===== src/rtl/riscv_pkg.sv =====
// Shared instruction-memory sizing and loader state encoding.
// Also imported by the instruction memory so both sides agree on depth.
package riscv_pkg;

  localparam int IMEM_DEPTH = 256;
  localparam int IMEM_AW    = 8;

  typedef enum logic [1:0] {
    LD_IDLE  = 2'd0,
    LD_RECV  = 2'd1,
    LD_WRITE = 2'd2,
    LD_DONE  = 2'd3
  } loader_state_e;

endpackage


===== src/rtl/imem_loader_if.sv =====
// Byte-stream input and instruction-memory write port of the loader.
// master = loader side, slave = byte source plus memory write port.
interface imem_loader_if;

  logic [7:0]  byte_in;
  logic        byte_valid;
  logic        byte_ready;
  logic        we;
  logic [31:0] waddr;
  logic [31:0] wdata;

  modport master (
    input  byte_in, byte_valid,
    output byte_ready, we, waddr, wdata
  );

  modport slave (
    output byte_in, byte_valid,
    input  byte_ready, we, waddr, wdata
  );

endinterface


===== src/rtl/byte_packer.sv =====
// Byte counter and little-endian 4-byte assemble register.
// Bytes shift in from the top, so the first byte ends up in word_o[7:0].
module byte_packer (
  input  logic        clk,
  input  logic        reset,
  input  logic        clear_i,
  input  logic        accept_i,
  input  logic [7:0]  byte_i,
  output logic        last_o,
  output logic [31:0] word_o
);

  logic [1:0]  cnt_q, cnt_d;
  logic [31:0] word_q, word_d;

  always_ff @(posedge clk) begin
    if (reset) begin
      cnt_q  <= 2'd0;
      word_q <= 32'd0;
    end else begin
      cnt_q  <= cnt_d;
      word_q <= word_d;
    end
  end

  always_comb begin
    cnt_d  = cnt_q;
    word_d = word_q;
    if (clear_i) begin
      cnt_d = 2'd0;
    end else if (accept_i) begin
      cnt_d  = cnt_q + 2'd1;
      word_d = {byte_i, word_q[31:8]};
    end
  end

  assign last_o = (cnt_q == 2'd3);
  assign word_o = word_q;

endmodule


===== src/rtl/imem_loader.sv =====
// Loads a byte stream into instruction memory word by word while holding the CPU.
//
// state    | meaning
// ---------+-------------------------------------------------
// LD_IDLE  | waiting for start, CPU released
// LD_RECV  | accepting bytes of the current word
// LD_WRITE | one-cycle write strobe of the assembled word
// LD_DONE  | one-cycle done pulse, CPU still held
module imem_loader
  import riscv_pkg::*;
#(
  parameter int DEPTH = IMEM_DEPTH,
  parameter int AW    = IMEM_AW
) (
  input  logic          clk,
  input  logic          reset,
  input  logic          start,
  input  logic [AW:0]   word_count,
  imem_loader_if.master bus,
  output logic          cpu_hold,
  output logic          done
);

  localparam logic [AW:0] DEPTH_W = (AW + 1)'(DEPTH);

  loader_state_e state_q, state_d;
  logic [AW:0]   count_q, count_d;
  logic [AW:0]   idx_q, idx_d;
  logic [AW:0]   count_clamped;
  logic [AW:0]   idx_next;

  logic          pk_clear, pk_accept, pk_last;
  logic [31:0]   pk_word;

  logic          ready_o, we_o;
  logic [31:0]   waddr_o, wdata_o;

  byte_packer u_packer (
    .clk      (clk),
    .reset    (reset),
    .clear_i  (pk_clear),
    .accept_i (pk_accept),
    .byte_i   (bus.byte_in),
    .last_o   (pk_last),
    .word_o   (pk_word)
  );

  assign count_clamped = (word_count > DEPTH_W) ? DEPTH_W : word_count;
  assign idx_next      = idx_q + 1'b1;

  always_ff @(posedge clk) begin
    if (reset) begin
      state_q <= LD_IDLE;
      count_q <= '0;
      idx_q   <= '0;
    end else begin
      state_q <= state_d;
      count_q <= count_d;
      idx_q   <= idx_d;
    end
  end

  always_comb begin
    state_d   = state_q;
    count_d   = count_q;
    idx_d     = idx_q;
    pk_clear  = 1'b0;
    pk_accept = 1'b0;
    ready_o   = 1'b0;
    we_o      = 1'b0;
    waddr_o   = '0;
    wdata_o   = '0;
    cpu_hold  = 1'b0;
    done      = 1'b0;

    case (state_q)
      LD_IDLE: begin
        if (start) begin
          count_d  = count_clamped;
          idx_d    = '0;
          pk_clear = 1'b1;
          state_d  = (count_clamped == '0) ? LD_DONE : LD_RECV;
        end
      end
      LD_RECV: begin
        ready_o   = 1'b1;
        cpu_hold  = 1'b1;
        pk_accept = bus.byte_valid;
        if (bus.byte_valid && pk_last) state_d = LD_WRITE;
      end
      LD_WRITE: begin
        we_o                = 1'b1;
        cpu_hold            = 1'b1;
        wdata_o             = pk_word;
        waddr_o[AW+1:2]     = idx_q[AW-1:0];
        idx_d               = idx_next;
        pk_clear            = 1'b1;
        state_d             = (idx_next == count_q) ? LD_DONE : LD_RECV;
      end
      LD_DONE: begin
        done     = 1'b1;
        cpu_hold = 1'b1;
        state_d  = LD_IDLE;
      end
      default: state_d = LD_IDLE;
    endcase

    // Outputs are forced low for the whole reset cycle, not just after the edge.
    if (reset) begin
      pk_accept = 1'b0;
      ready_o   = 1'b0;
      we_o      = 1'b0;
      waddr_o   = '0;
      wdata_o   = '0;
      cpu_hold  = 1'b0;
      done      = 1'b0;
    end
  end

  assign bus.byte_ready = ready_o;
  assign bus.we         = we_o;
  assign bus.waddr      = waddr_o;
  assign bus.wdata      = wdata_o;

endmodule


===== src/flat_wrapper.sv =====
// flat-port wrapper written by rule: the top's interface ports become plain ports
module imem_loader_flat import riscv_pkg::*;
#(
  parameter int DEPTH = IMEM_DEPTH,
  parameter int AW    = IMEM_AW
)
  (clk, reset, start, word_count, cpu_hold, done, bus_byte_in, bus_byte_valid, bus_byte_ready, bus_we, bus_waddr, bus_wdata);
  imem_loader_if bus_i ();
  input  logic clk;
  input  logic reset;
  input  logic start;
  input  logic [AW:0] word_count;
  output logic cpu_hold;
  output logic done;
  input wire logic [$bits(bus_i.byte_in)-1:0] bus_byte_in;
  input wire logic [$bits(bus_i.byte_valid)-1:0] bus_byte_valid;
  output wire logic [$bits(bus_i.byte_ready)-1:0] bus_byte_ready;
  output wire logic [$bits(bus_i.we)-1:0] bus_we;
  output wire logic [$bits(bus_i.waddr)-1:0] bus_waddr;
  output wire logic [$bits(bus_i.wdata)-1:0] bus_wdata;
  assign bus_i.byte_in = bus_byte_in;
  assign bus_i.byte_valid = bus_byte_valid;
  assign bus_byte_ready = bus_i.byte_ready;
  assign bus_we = bus_i.we;
  assign bus_waddr = bus_i.waddr;
  assign bus_wdata = bus_i.wdata;
  imem_loader #(.DEPTH(DEPTH), .AW(AW)) u_core (.clk(clk), .reset(reset), .start(start), .word_count(word_count), .bus(bus_i), .cpu_hold(cpu_hold), .done(done));
endmodule

===== config.mk =====
export PLATFORM = sky130hd
export DESIGN_NAME = imem_loader_flat
export DESIGN_NICKNAME = d
export VERILOG_FILES = /design/src/rtl/riscv_pkg.sv /design/src/rtl/imem_loader_if.sv /design/src/rtl/byte_packer.sv /design/src/rtl/imem_loader.sv /design/src/flat_wrapper.sv
export SDC_FILE = /design/constraint.sdc
export NUM_CORES = 1
export LEC_CHECK = 0
export BUFFER_PORTS_ARGS = -buffer_cell sky130_fd_sc_hd__buf_2
export CORE_ASPECT_RATIO = 1.1
export CORE_UTILIZATION = 52
export DETAILED_ROUTE_END_ITERATION = 7
export GPL_TIMING_DRIVEN = 0
export PLACE_DENSITY = 0.79
export SYNTH_ARGS = -nofsm -noshare
export SYNTH_HDL_FRONTEND = slang
export SYNTH_HIERARCHICAL = 1
export SYNTH_SLANG_ARGS = --single-unit

===== constraint.sdc =====
create_clock -name clk -period 1.9 [get_ports clk]
set_input_delay 0.19 -clock clk [delete_from_list [all_inputs] [get_ports clk]]
set_output_delay 0.19 -clock clk [all_outputs]
set_load 0.03 [all_outputs]

# [Yosys cells after proc, flatten, opt, wreduce, memory -nomap -nowiden]
# Index checks and enable logic that the tools add are counted.
[op_classes] reduce_logical=10 addsub=2 magnitude_cmp=1 n_bitwise=1 n_eq_ne=7 n_mux=24
[op_table] operator="2-to-1 mux 32 bit" count=2
[op_table] operator="2-to-1 mux 9 bit" count=2
[op_table] operator="one-hot mux 9 bit (2 select lines)" count=1
[op_table] operator="2-to-1 mux 1 bit" count=11
[op_table] operator="2-to-1 mux 10 bit" count=1
[op_table] operator="adder 9 x 1 -> 9 bit, second input constant" count=1
[op_table] operator="equality test 9 bit" count=1
[op_table] operator="greater-than comparator 9 bit, second input constant" count=1
[op_table] operator="logical NOT 9 bit" count=1
[op_table] operator="2-to-1 mux 2 bit" count=4
[op_table] operator="2-to-1 mux 8 bit" count=1
[op_table] operator="one-hot mux 2 bit (4 select lines)" count=1
[op_table] operator="AND reduction 2 bit" count=4
[op_table] operator="equality test 2 bit, second input constant" count=3
[op_table] operator="OR reduction 3 bit" count=1
[op_table] operator="adder 2 x 1 -> 2 bit, second input constant" count=1
[op_table] operator="equality test 2 x 1 -> 1 bit, second input constant" count=1
[op_table] operator="logical NOT 2 bit" count=1
[op_table] operator="!= test 2 x 1 -> 1 bit, second input constant" count=1
[op_table] operator="!= test 2 bit, second input constant" count=1
[op_table] operator="one-hot mux 1 bit (2 select lines)" count=1
[op_table] operator="nonzero test 2 bit" count=1
[op_table] operator="OR reduction 2 bit" count=1
[op_table] operator="logical AND 1 bit" count=1
[op_table] operator="inverter 1 bit" count=1
[word_totals] wordCells=50 reg_bits=54 output_inout_bits=68 in_bits=21

# [Logic depth before layout (Yosys ltp)]
# Gate-level depths: netlist of the first run.
[logic_depth] word_depth=6 mapped_depth=7 ltp_nobuf=6

# [Modules after synthesis]
# The synthesis of the first run kept the hierarchy.
[modules_own_cells] mod="imem_loader" area_per_inst_um2=1627.8 seq_area_each_um2=400.4 cells_per_inst=220 instances=1
[modules_own_cells] mod="byte_packer" area_per_inst_um2=1376.3 seq_area_each_um2=680.7 cells_per_inst=123 instances=1

# [Worst setup path before layout of the first run]
# OpenSTA, ideal clock, no wires.
[synth_path] path_kind="flip-flop to flip-flop" from="register u_core.state_q[0]" to="register u_core.u_packer.word_q[19] (netlist: u_core/u_packer/word_o[19])" path_slack_ps=-208 n_path_buf=2 setup_ps=72 t_required_ps=1828 synth_period_minus_slack_ps=2108 path_stages_with_launch=8 arrival_ps=2036 path_cell_list="dfxtp_1 > inv_2 > nor3_1 > and2_1 > nor2b_2 > buf_6 > buf_6 > mux2i_1"
[synth_between] elab_chain_cells=4 elab_cells_between_ends=8 cone_classes="eq/ne: 2; mux: 3; bitwise: 1; reduce/logical: 2"
[synth_rtl] element="from (decl)" line="imem_loader.sv:26" source="loader_state_e state_q, state_d;"
[synth_rtl] element="from (signal assigned)" line="imem_loader.sv:57" source="state_q <= state_d;"
[synth_rtl] element="equality test 2 x 1 -> 1 bit" line="imem_loader.sv:76" source="case (state_q)"
[synth_rtl] element="2-to-1 mux 1 bit" line="imem_loader.sv:76"
[synth_rtl] element="2-to-1 mux 1 bit" line="imem_loader.sv:109" source="if (reset) begin"
[synth_rtl] element="named net u_core.pk_accept" line="imem_loader.sv:32" source="logic pk_clear, pk_accept, pk_last;"
[synth_rtl] element="AND reduction 2 bit (no source line)"
[synth_rtl] element="to (signal assigned)" line="byte_packer.sv:22" source="word_q <= word_d;"
[synth_rtl] element="to (decl)" line="byte_packer.sv:14" source="logic [31:0] word_q, word_d;"
# The timed path passes the listed nets, and every way through them passes these cells.
# A chain may end at the register's enable or synchronous reset.

# [Worst setup path in the final report of the first run]
[layout_path] from="register u_core.state_q[1]" to="output port bus_wdata[24]"
[layout_between] elab_chain_cells=3
[layout_rtl] element="equality test 2 bit" line="imem_loader.sv:76"
[layout_rtl] element="2-to-1 mux 32 bit" line="imem_loader.sv:76"
[layout_rtl] element="2-to-1 mux 32 bit" line="imem_loader.sv:109"
[layout_rtl] element="to (decl)" line="flat_wrapper.sv:20" source="output wire logic [$bits(bus_i.wdata)-1:0] bus_wdata;"
# Every way passes these cells.

==> summary.txt, run 1 <==
Status
  – Status: completed

Worst setup path
  – Crit Path Category: flop to output pin
  – Critical path origin: u_core/state_q[1]
  – Slowest Stage Delay on Critical Path: 0.32 ns
  – Worst setup EP type: output pin
  – Critical path's most frequent cell: buf_2
  – CP Max Fanout: 10
  – CP Buf/Inv Count: 3
  – Slowest cell on crit path: dfxtp_1
  – Worst reg2reg startpoint: u_core/state_q[0]
  – Crit path cell chain: buf_4 -> nand2_1 -> nor2_4 -> buf_2 -> and2_1 -> buf_2
  – Critical Path RT: 1.71 ns
  – Crit path arrival time: 1.60 ns
  – Largest delay share family, worst path: buffers and inverters
  – Worst Setup Start Kind: flop

Timing
  – Worst-Margin Slew: 0.518 ns
  – Max-slew violations: 0
  – Endpoints failing setup: 0
  – Headroom to the max-slew limit: 65.4%
  – Worst Skew: 0.00740 ns
  – Fin worst setup slack: 0.115 ns
  – Period utilisation layout: 94.0%
  – Setup total negative slack: 0 ns
  – Max Freq: 560 MHz
  – Hold Fails Final Rpt: 0
  – Unrepaired setup endpoints after global routing: false
  – Min Tclk post-route: 1.79 ns

Global routing
  – Initial antenna violation count: 0
  – Grt met1 use: 25.2%
  – M2 GR Usage: 40.5%
  – First-pass GRT wire length: 10200 um
  – Busiest metal layer after global routing: met2
  – GRT overflow: 0
  – Met3 usage: 3.56%
  – Gr usage total: 21.9%
  – Largest net degree at the start of global routing: 16
  – Vias in the first global route: 2238

Clock tree
  – CTS Buf Count: 5
  – Later-pin clock latency in the skew report: 0.31 ns
  – Max Root-Sink Buffers: 2
  – Clk sinks: 54
  – Clock slew at reported path FFs: 0.10 ns
  – H-tree depth: 2
  – CTS tree: yes
  – Root buf cell: clkbuf_8

Run
  – Max-cap violation count: 0

Route
  – Residual DRC: 0
  – Wire per inst: 12.5 um
  – DR vias: 2527
  – Initial DRT Pass Iterations: 4
  – Post-Route WL: 6420 um
  – Vias per Instance: 4.92
  – DR iter-0 viols: 70
  – Antenna Nets Post-Route: 0

Synth
  – #FFs+latches synth: 54
  – Gate count of the mapped netlist: 343
  – Register area share after synthesis: 36.0%
  – Syn Std Cell Area: 0.00300 mm2
  – Cell variety after synth: 41
  – Avg Cell Area, Syn: 8.76 um2
  – Yosys Warn Count: 6
  – Post-synth EDFFs: 0
  – Ys flop type: dfxtp_1
  – Async SR Flop Fraction: 0%

Cells and area
  – Fin util: 66.8%
  – Design Area, Final: 0.00365 mm2
  – Share of cells above drive strength 1: 28.0%
  – Finished Layout Cells: 514
  – Antenna diodes: 0
  – Area grow syn2layout: 21.6%
  – NumNets Final: 461

Die
  – Starting density of the core: 55.0%
  – Row count: 28
  – Die Span Y: 81.7 um
  – Area of the die: 0.00609 mm2
  – Io pins: 89
  – Core area: 0.00547 mm2
  – Die W: 74.5 um

Placed design
  – Gp weighted congestion: 0.803
  – Pre-CTS setup slack: 0.0556 ns
  – Dpl hpwl: 4950 um
  – Placed cells: 504
  – DP Area: 0.00350 mm2
  – Number of buffers added on ports: 63

Power and ir drop
  – PwrDens: 615 mW/mm2
  – Leak: 1.72 nW
  – Maximum vdd ir drop: 0.000351 V

Hold path
  – Hold Crit Class: input pin to flop
  – Beginning of the worst hold path: bus_byte_in[5]
[logic make-up (layout without fill, tap and decap cells)]
family	Yosys count	count (layout)	share of synthesized area [%]
compound gates	44	44	8.54
xor+xnor	13	13	3.79
fa+ha+maj	2	2	0.833
buf+inv	49	122	11.0
flops	54	54	36.0
mux	25	25	8.33
other cells	1	24	0.125
simple gates	155	155	31.4
[power breakdown]
part | switching (mW) | internal, mW | total [mW] | leakage [nW]
clock network | 0.365 | 0.395 | 0.760 | 0.0524
logic | 0.196 | 0.129 | 0.325 | 1.23
registers | 0.0146 | 1.15 | 1.16 | 0.437
[metrics by stage]
stage,power (mW),hold slack [ns]
after global placement,1.50,0.457
after global routing,2.33,0.171
final,2.25,0.158
after CTS,2.26,0.148
after floorplan,1.43,0.262
after detailed placement,1.50,0.467
[synthesized netlist by cell type, types with 2 or more instances]
cell | instances | area (um2)
nor2_1 | 20 | 75.1
buf_6 | 6 | 67.6
xor2_1 | 7 | 61.3
and2_1 | 42 | 263
nand4bb_1 | 9 | 101
nand2b_1 | 33 | 206
nor4_1 | 3 | 18.8
nor3b_1 | 9 | 67.6
xnor2_1 | 6 | 52.6
nand2_1 | 14 | 52.6
a31oi_1 | 3 | 18.8
nand4_1 | 2 | 12.5
nor2b_1 | 3 | 18.8
nand3_1 | 6 | 30.0
dfxtp_1 | 54 | 1080
o21ai_0 | 5 | 25.0
mux2i_1 | 25 | 250
a22oi_1 | 2 | 15.0
o21ai_1 | 9 | 45.0
buf_4 | 26 | 195
ha_1 | 2 | 25.0
clkbuf_1 | 12 | 45.0
a21oi_1 | 19 | 95.1
buf_2 | 3 | 15.0
inv_2 | 2 | 7.51
nor3_1 | 6 | 30.0
[placed cells by master (no fill, tap or decap), types with 6 or more instances in the layout]
master / Yosys / final
mux2i_1: 25 / 25
buf_6: 6 / 6
dfxtp_1: 54 / 53
conb_1: 1 / 24
o21ai_1: 9 / 9
nand2b_1: 33 / 33
nor3b_1: 9 / 9
nand3_1: 6 / 6
and2_1: 42 / 42
buf_2: 3 / 68
nand2_1: 14 / 14
nand4bb_1: 9 / 9
clkbuf_1: 12 / 10
a21oi_1: 19 / 19
xnor2_1: 6 / 6
xor2_1: 7 / 7
buf_4: 26 / 28
nor2_1: 20 / 19
[worst min-delay path, cell delays in order]
cell       delay [ns]
buf_2            0.09
nand4bb_1        0.08
o21ai_1          0.06
[sequential cells by signal, indices dropped and copies added, names as in the netlist]
| name | cells |
|---|---|
| u_core/u_packer/cnt_q | 2 |
| u_core/u_packer/word_o | 32 |
| u_core/state_q | 2 |
| u_core/count_q | 9 |
| u_core/idx_q | 9 |
[worst paths after layout]
check	cells past startpoint	slack, ns	to
setup / recovery	6	0.11	bus_wdata[24]
hold / removal	3	0.16	u_core/u_packer/word_o[29]
hold reg to reg	2	0.48	u_core/u_packer/word_o[6]
setup reg to reg	8	0.14	u_core/u_packer/word_o[20]
[routing by layer]
layer / up-vias / part of all wire [%] / wire, um
met1: 1159 / 43 / 2780
met3: 7 / 3.6 / 232
li1: 1306 / - / -
met4: 0 / 1.1 / 68
met5: - / 0 / 0
met2: 55 / 52 / 3340
[cell type report]
class / count / area, um2
tap: 75 / 93.8
fill: 513 / 1810
sequential: 54 / 1080
clock inverter: 1 / 30.0
buffer: 47 / 330
clock buffer: 7 / 76.3
multi-input combinational: 263 / 1700
timing repair buffer: 65 / 333
inverter: 2 / 7.51
[what timing repair did]
item                                    in CTS  in global routing
setup buffers                                0                  2
hold buffers                                 0                  0
endpoints found under the setup margin      40                 41
gates resized for setup                      5                 10
(Power assumes the default switching activity.)
==> run 2, diff against run 1 <==
CELL_PAD_IN_SITES_DETAIL_PLACEMENT = 1   (was unset)
CELL_PAD_IN_SITES_GLOBAL_PLACEMENT = 1   (was unset)
CORE_UTILIZATION = 38   (was 52)
==> run 2 against run 1 <==
  * Combinational power up 2%
  * Register-to-register slack got worse by 0.04 ns
  * Die area grew 36%
  * Total power is 8.6% higher
  * Critical endpoint is now u_core/u_packer/word_o[20]
  * Largest cell class unchanged
  * Critical path type is now flop to flop
  * Global-route usage fell by 2.8 points
  * Clock skew down 0.0034 ns
  * Flip-flop and latch count unchanged
  * Largest power group unchanged
  * Wire length rose by 19%
  * Sequential power hardly changed
  * Core utilization fell by 17 points
  * Critical path depth increased by 1
==> summary.txt, run 2 (synthesis results as in run 1) <==
Worst setup path
  – CP Max Fanout: 10 (unchanged)
  – Critical path's most frequent cell: buf_6
  – Critical Path RT: 2.14 ns (+0.43 ns)
  – Crit path arrival time: 2.04 ns (+0.44 ns)
  – Crit Path Category: flop to flop
  – CP Buf/Inv Count: 4 (+1)
  – Worst Setup Start Kind: flop
  – Slowest Stage Delay on Critical Path: 0.37 ns (+0.05 ns)
  – Worst setup EP type: flop
  – Crit path cell chain: buf_4 -> o21ai_1 -> inv_2 -> nor2b_2 -> buf_6 -> buf_6 -> mux2i_1
  – Slowest cell on crit path: o21ai_1
  – Largest delay share family, worst path: buffers and inverters

Clock tree
  – Clock slew at reported path FFs: 0.10 ns (about the same)
  – Clk sinks: 54 (unchanged)
  – H-tree depth: 2 (unchanged)
  – CTS tree: yes
  – Later-pin clock latency in the skew report: 0.31 ns (about the same)
  – Max Root-Sink Buffers: 2 (unchanged)
  – CTS Buf Count: 5 (unchanged)
  – Root buf cell: clkbuf_8

Timing
  – Fin worst setup slack: 0.103 ns (-0.0119 ns)
  – Worst-Margin Slew: 0.594 ns (+0.0764 ns)
  – Unrepaired setup endpoints after global routing: false
  – Max-slew violations: 0 (unchanged)
  – Hold Fails Final Rpt: 0 (unchanged)
  – Min Tclk post-route: 1.80 ns (+0.0119 ns)
  – Headroom to the max-slew limit: 60.3% (-5.1 points)
  – Worst Skew: 0.00399 ns (-0.00340 ns)
  – Endpoints failing setup: 0 (unchanged)
  – Setup total negative slack: 0 ns (unchanged)
  – WHS: 0.155 ns (-0.00312 ns)
  – Period utilisation layout: 94.6% (+0.62 points)
  – Max Freq: 557 MHz (-0.66%)

Route
  – Residual DRC: 0 (unchanged)
  – DR iter-0 viols: 31 (-56%)
  – Wire per inst: 14.0 um (+12%)
  – Antenna Nets Post-Route: 0 (unchanged)
  – Post-Route WL: 7610 um (+19%)
  – Vias per Instance: 4.77 (-3.0%)
  – DR vias: 2593 (+2.6%)
  – Initial DRT Pass Iterations: 4 (unchanged)

Global routing
  – Vias in the first global route: 2513 (+12%)
  – Largest net degree at the start of global routing: 17 (+1)
  – Gr usage total: 19.0% (-2.8 points)
  – First-pass GRT wire length: 12100 um (+19%)
  – Initial antenna violation count: 0 (unchanged)
  – GRT overflow: 0 (unchanged)

Placed design
  – Dpl hpwl: 5890 um (+19%)
  – Number of buffers added on ports: 63 (unchanged)
  – Pre-CTS setup slack: 0.115 ns (+0.0599 ns)
  – Gp weighted congestion: 0.774 (-3.6%)

Cells and area
  – Antenna diodes: 0 (unchanged)
  – Filler Cell Count: 953 (+86%)
  – Share of cells above drive strength 1: 28.7% (+0.68 points)
  – Max FFs per register: 32 (unchanged)
  – Most common cell after layout, fill and taps aside: buf_2
  – Area of the multi-input gates: 0.00170 mm2 (unchanged)
  – Reg area: 0.00108 mm2 (+0.12%)
  – Leading cell types in the layout, fill and taps excluded: 65 x buf_2, 52 x dfxtp_1, 42 x and2_1
  – Area grow syn2layout: 24.2%
  – Fin util: 49.4% (-17 points)
  – NumNets Final: 461 (unchanged)

Die
  – Die Span Y: 95.3 um (+17%)
  – Io pins: 89 (unchanged)
  – Core area: 0.00756 mm2 (+38%)
  – Starting density of the core: 39.8% (-15 points)
  – Die W: 86.8 um (+17%)
  – Area of the die: 0.00827 mm2 (+36%)
  – Row count: 33 (+18%)

Power and ir drop
  – Leak: 1.74 nW (+0.97%)
  – Total power: 2.44 mW (+8.6%)
  – PwrDens: 654 mW/mm2 (+6.3%)
  – Maximum vdd ir drop: 0.000355 V (+1.3%)

Hold path
  – Hold Crit Class: input pin to flop

Status
  – Status: completed

Run
  – Max-cap violation count: 0 (unchanged)
run 2: path summary, 6_finish.rpt:
kind / from / endpoint / slack, ns / cells after the start
setup / recovery: u_core/state_q[1] / u_core/u_packer/word_o[20] / 0.10 / 7
hold / removal: start / u_core/count_q[8] / 0.15 / 3
setup reg to reg: u_core/state_q[1] / u_core/u_packer/word_o[20] / 0.10 / 7
hold reg to reg: u_core/u_packer/word_o[1] / u_core/u_packer/word_o[1] / 0.48 / 2
run 2: worst min-delay path, cell delays in order:
cell and delay, ns:
buf_2 0.12, nand3_1 0.06, a21oi_1 0.05
run 2: per-layer routing:
layer	wire length, um	GRT usage (%)	up-vias
met4	108	6.11	0
met3	241	2.94	10
met2	4050	36.2	57
li1	-	-	1298
met1	3210	21.6	1228
met5	0	0	-
run 2: cell type report:
| class | count | share of cell area [%] |
|---|---|---|
| multi-input cells | 263 | 45.6 |
| flip-flops and latches | 54 | 29.0 |
| repair buffers | 65 | 8.92 |
| plain buffers | 47 | 8.92 |
| well taps | 105 | 3.52 |
| clock buffers | 6 | 2.21 |
| clock inverters | 2 | 1.61 |
| inverters | 2 | 0.201 |
run 2: where the power goes:
| part | internal, mW | leakage, nW | switching, mW |
|---|---|---|---|
| Clock | 0.562 | 0.0714 | 0.382 |
| Combinational | 0.129 | 1.23 | 0.203 |
| Sequential | 1.15 | 0.437 | 0.0148 |
run 2: per-stage QoR:
stage,instances,area (um2)
final,544,3730
after global routing,544,3730
after CTS,542,3700
after detailed placement,534,3540
after global placement,534,3540
after floorplan,366,3100
run 2: repair_timing:
item                       in CTS  in global routing
setup endpoints to repair      40                 41
resized for setup               7                  6
cloned                          0                  0
hold buffers                    0                  0
pin swaps                       0                  0
setup buffers                   0                  2
==> run 3, diff against run 2 <==
PLACE_DENSITY = unset   (was 0.79)
PLACE_DENSITY_LB_ADDON = 0.1   (was unset)
clock period = 1.96 ns   (was 1.9 ns; I/O delays follow)
==> run 3 against run 2 <==
  * Critical path depth shrank 1
  * Final area shrank 1.3%
  * Die area is the same
  * Clock skew grew 0.0035 ns
  * Largest cell class unchanged
  * Via count shrank 0.50%
  * Critical path type is now flop to output pin
  * Clock power shrank 13%
  * First-iteration DRC count grew 150%
  * Setup slack gained 0.0053 ns
  * Sequential power is essentially flat
==> summary.txt, run 3 (synthesis results as in run 1) <==
Status
  – Status: completed

Hold path
  – Hold Crit Class: input pin to flop
  – Beginning of the worst hold path: bus_byte_in[0]

Route
  – Initial DRT Pass Iterations: 4 (unchanged)
  – Antenna Nets Post-Route: 0 (unchanged)
  – Vias per Instance: 4.76 (-0.13%)
  – Post-Route WL: 7720 um (+1.4%)
  – DR iter-0 viols: 77 (+150%)
  – DR vias: 2580 (-0.50%)
  – Residual DRC: 0 (unchanged)
  – Wire per inst: 14.2 um (+1.7%)

Global routing
  – Gr usage total: 19.6% (+0.57 points)
  – First-pass GRT wire length: 12400 um (+2.3%)
  – Initial antenna violation count: 0 (unchanged)
  – GRT overflow: 0 (unchanged)
  – Largest net degree at the start of global routing: 18 (+1)
  – Vias in the first global route: 2574 (+2.4%)

Placed design
  – Pre-CTS setup slack: 0.0896 ns (-0.0258 ns)
  – Dpl hpwl: 5880 um (-0.13%)
  – DP Area: 0.00354 mm2 (unchanged)
  – Gp weighted congestion: 0.812 (+5.0%)
  – Number of buffers added on ports: 63 (unchanged)

Cells and area
  – Design Area, Final: 0.00368 mm2 (-1.3%)
  – Area grow syn2layout: 22.6%
  – Share of cells above drive strength 1: 27.9% (-0.78 points)
  – Leading cell types in the layout, fill and taps excluded: 68 x buf_2, 54 x dfxtp_1, 42 x and2_1
  – Max FFs per register: 32 (unchanged)
  – Fin util: 48.7% (-0.63 points)
  – Antenna diodes: 0 (unchanged)
  – Filler Cell Count: 954 (+0.10%)
  – Most common cell after layout, fill and taps aside: buf_2
  – NumNets Final: 459 (-0.43%)

Worst setup path
  – Crit Path Category: flop to output pin
  – Worst setup EP type: output pin
  – Crit path arrival time: 1.66 ns (-0.38 ns)
  – Critical Path RT: 1.76 ns (-0.38 ns)
  – Worst reg2reg startpoint: u_core/idx_q[0]
  – Worst Setup Start Kind: flop
  – CP Max Fanout: 10 (unchanged)
  – Critical path origin: u_core/state_q[0]

Timing
  – Fin worst setup slack: 0.108 ns (+0.00535 ns)
  – Hold Fails Final Rpt: 0 (unchanged)
  – Endpoints failing setup: 0 (unchanged)
  – Max Freq: 540 MHz
  – Headroom to the max-slew limit: 65.7% (+5.4 points)
  – Unrepaired setup endpoints after global routing: true
  – Min Tclk post-route: 1.85 ns
  – Worst Skew: 0.00749 ns (+0.00349 ns)
  – Period utilisation layout: 94.5%
  – Max-slew violations: 0 (unchanged)
  – Worst-Margin Slew: 0.514 ns (-0.0801 ns)

Clock tree
  – Clock slew at reported path FFs: 0.11 ns (about the same)
  – Root buf cell: clkbuf_8
  – CTS Buf Count: 5 (unchanged)
  – CTS tree: yes
  – H-tree depth: 2 (unchanged)
  – Setup bufs post-CTS: 0 (unchanged)
  – Clk sinks: 54 (unchanged)
  – Later-pin clock latency in the skew report: 0.32 ns (about the same)
  – Max Root-Sink Buffers: 2 (unchanged)

Power and ir drop
  – PwrDens: 615 mW/mm2 (-5.9%)
  – Maximum vdd ir drop: 0.000294 V (-17%)
  – Leak: 1.71 nW (-1.9%)

Die
  – Io pins: 89 (unchanged)
  – Core area: 0.00756 mm2 (unchanged)
  – Area of the die: 0.00827 mm2 (unchanged)
  – Die W: 86.8 um (unchanged)
  – Die Span Y: 95.3 um (unchanged)
  – Starting density of the core: 39.8% (unchanged)
  – Row count: 33 (unchanged)

Run
  – Max-cap violation count: 0 (unchanged)
-- run 3: report_power, final --
part           leakage [nW]  switching, mW  internal, mW
clock network        0.0618          0.401         0.421
registers             0.436         0.0156          1.11
logic                  1.21          0.194         0.121
total                  1.71          0.610          1.65
-- run 3: layer usage --
layer	GRT usage, %	wire (um)	part of all wire [%]
met1	21.5	3180	41
met2	38.1	4180	54
met3	3.29	243	3.1
met4	6.11	112	1.5
met5	0	0	0
-- run 3: worst paths after layout --
kind | end | slack, ns | cells after the start
max | bus_wdata[15] | 0.11 | 6
min | u_core/u_packer/word_o[24] | 0.15 | 3
max reg2reg | u_core/state_q[1] | 0.14 | 6
min reg2reg | u_core/u_packer/word_o[6] | 0.48 | 2
-- run 3: cell type report --
| class | count | area (um2) | area share [%] |
|---|---|---|---|
| flip-flops and latches | 54 | 1080 | 29.3 |
| repair buffers | 63 | 315 | 8.56 |
| clock inverters | 2 | 38.8 | 1.05 |
| plain buffers | 47 | 333 | 9.04 |
| clock buffers | 6 | 82.6 | 2.24 |
| inverters | 2 | 7.51 | 0.204 |
| well taps | 105 | 131 | 3.57 |
| multi-input cells | 263 | 1690 | 46.0 |
-- run 3: repair_timing --
item                                    in CTS  in global routing
endpoints found under the setup margin      40                 40
hold buffers                                 0                  0
resized for setup                            7                  4
-- run 3: critical path, stage by stage, from the launching register on --
cell and delay [ns]:
dfxtp_1 0.37, inv_2 0.14, nand2_1 0.12, nor2_4 0.15, buf_2 0.20, and2_1 0.16
buf_2 0.20
-- run 3: metrics by stage --
step | total power, mW | hold WS (ns) | cells | setup TNS, ns
final | 2.27 | 0.146 | 542 | 0
after CTS | 2.28 | 0.139 | 542 | 0
after detailed placement | 1.46 | 0.469 | 534 | 0
after floorplan | 1.39 | 0.268 | 366 | 0
after global placement | 1.46 | 0.459 | 534 | 0
after global routing | 2.35 | 0.147 | 542 | -0.00236
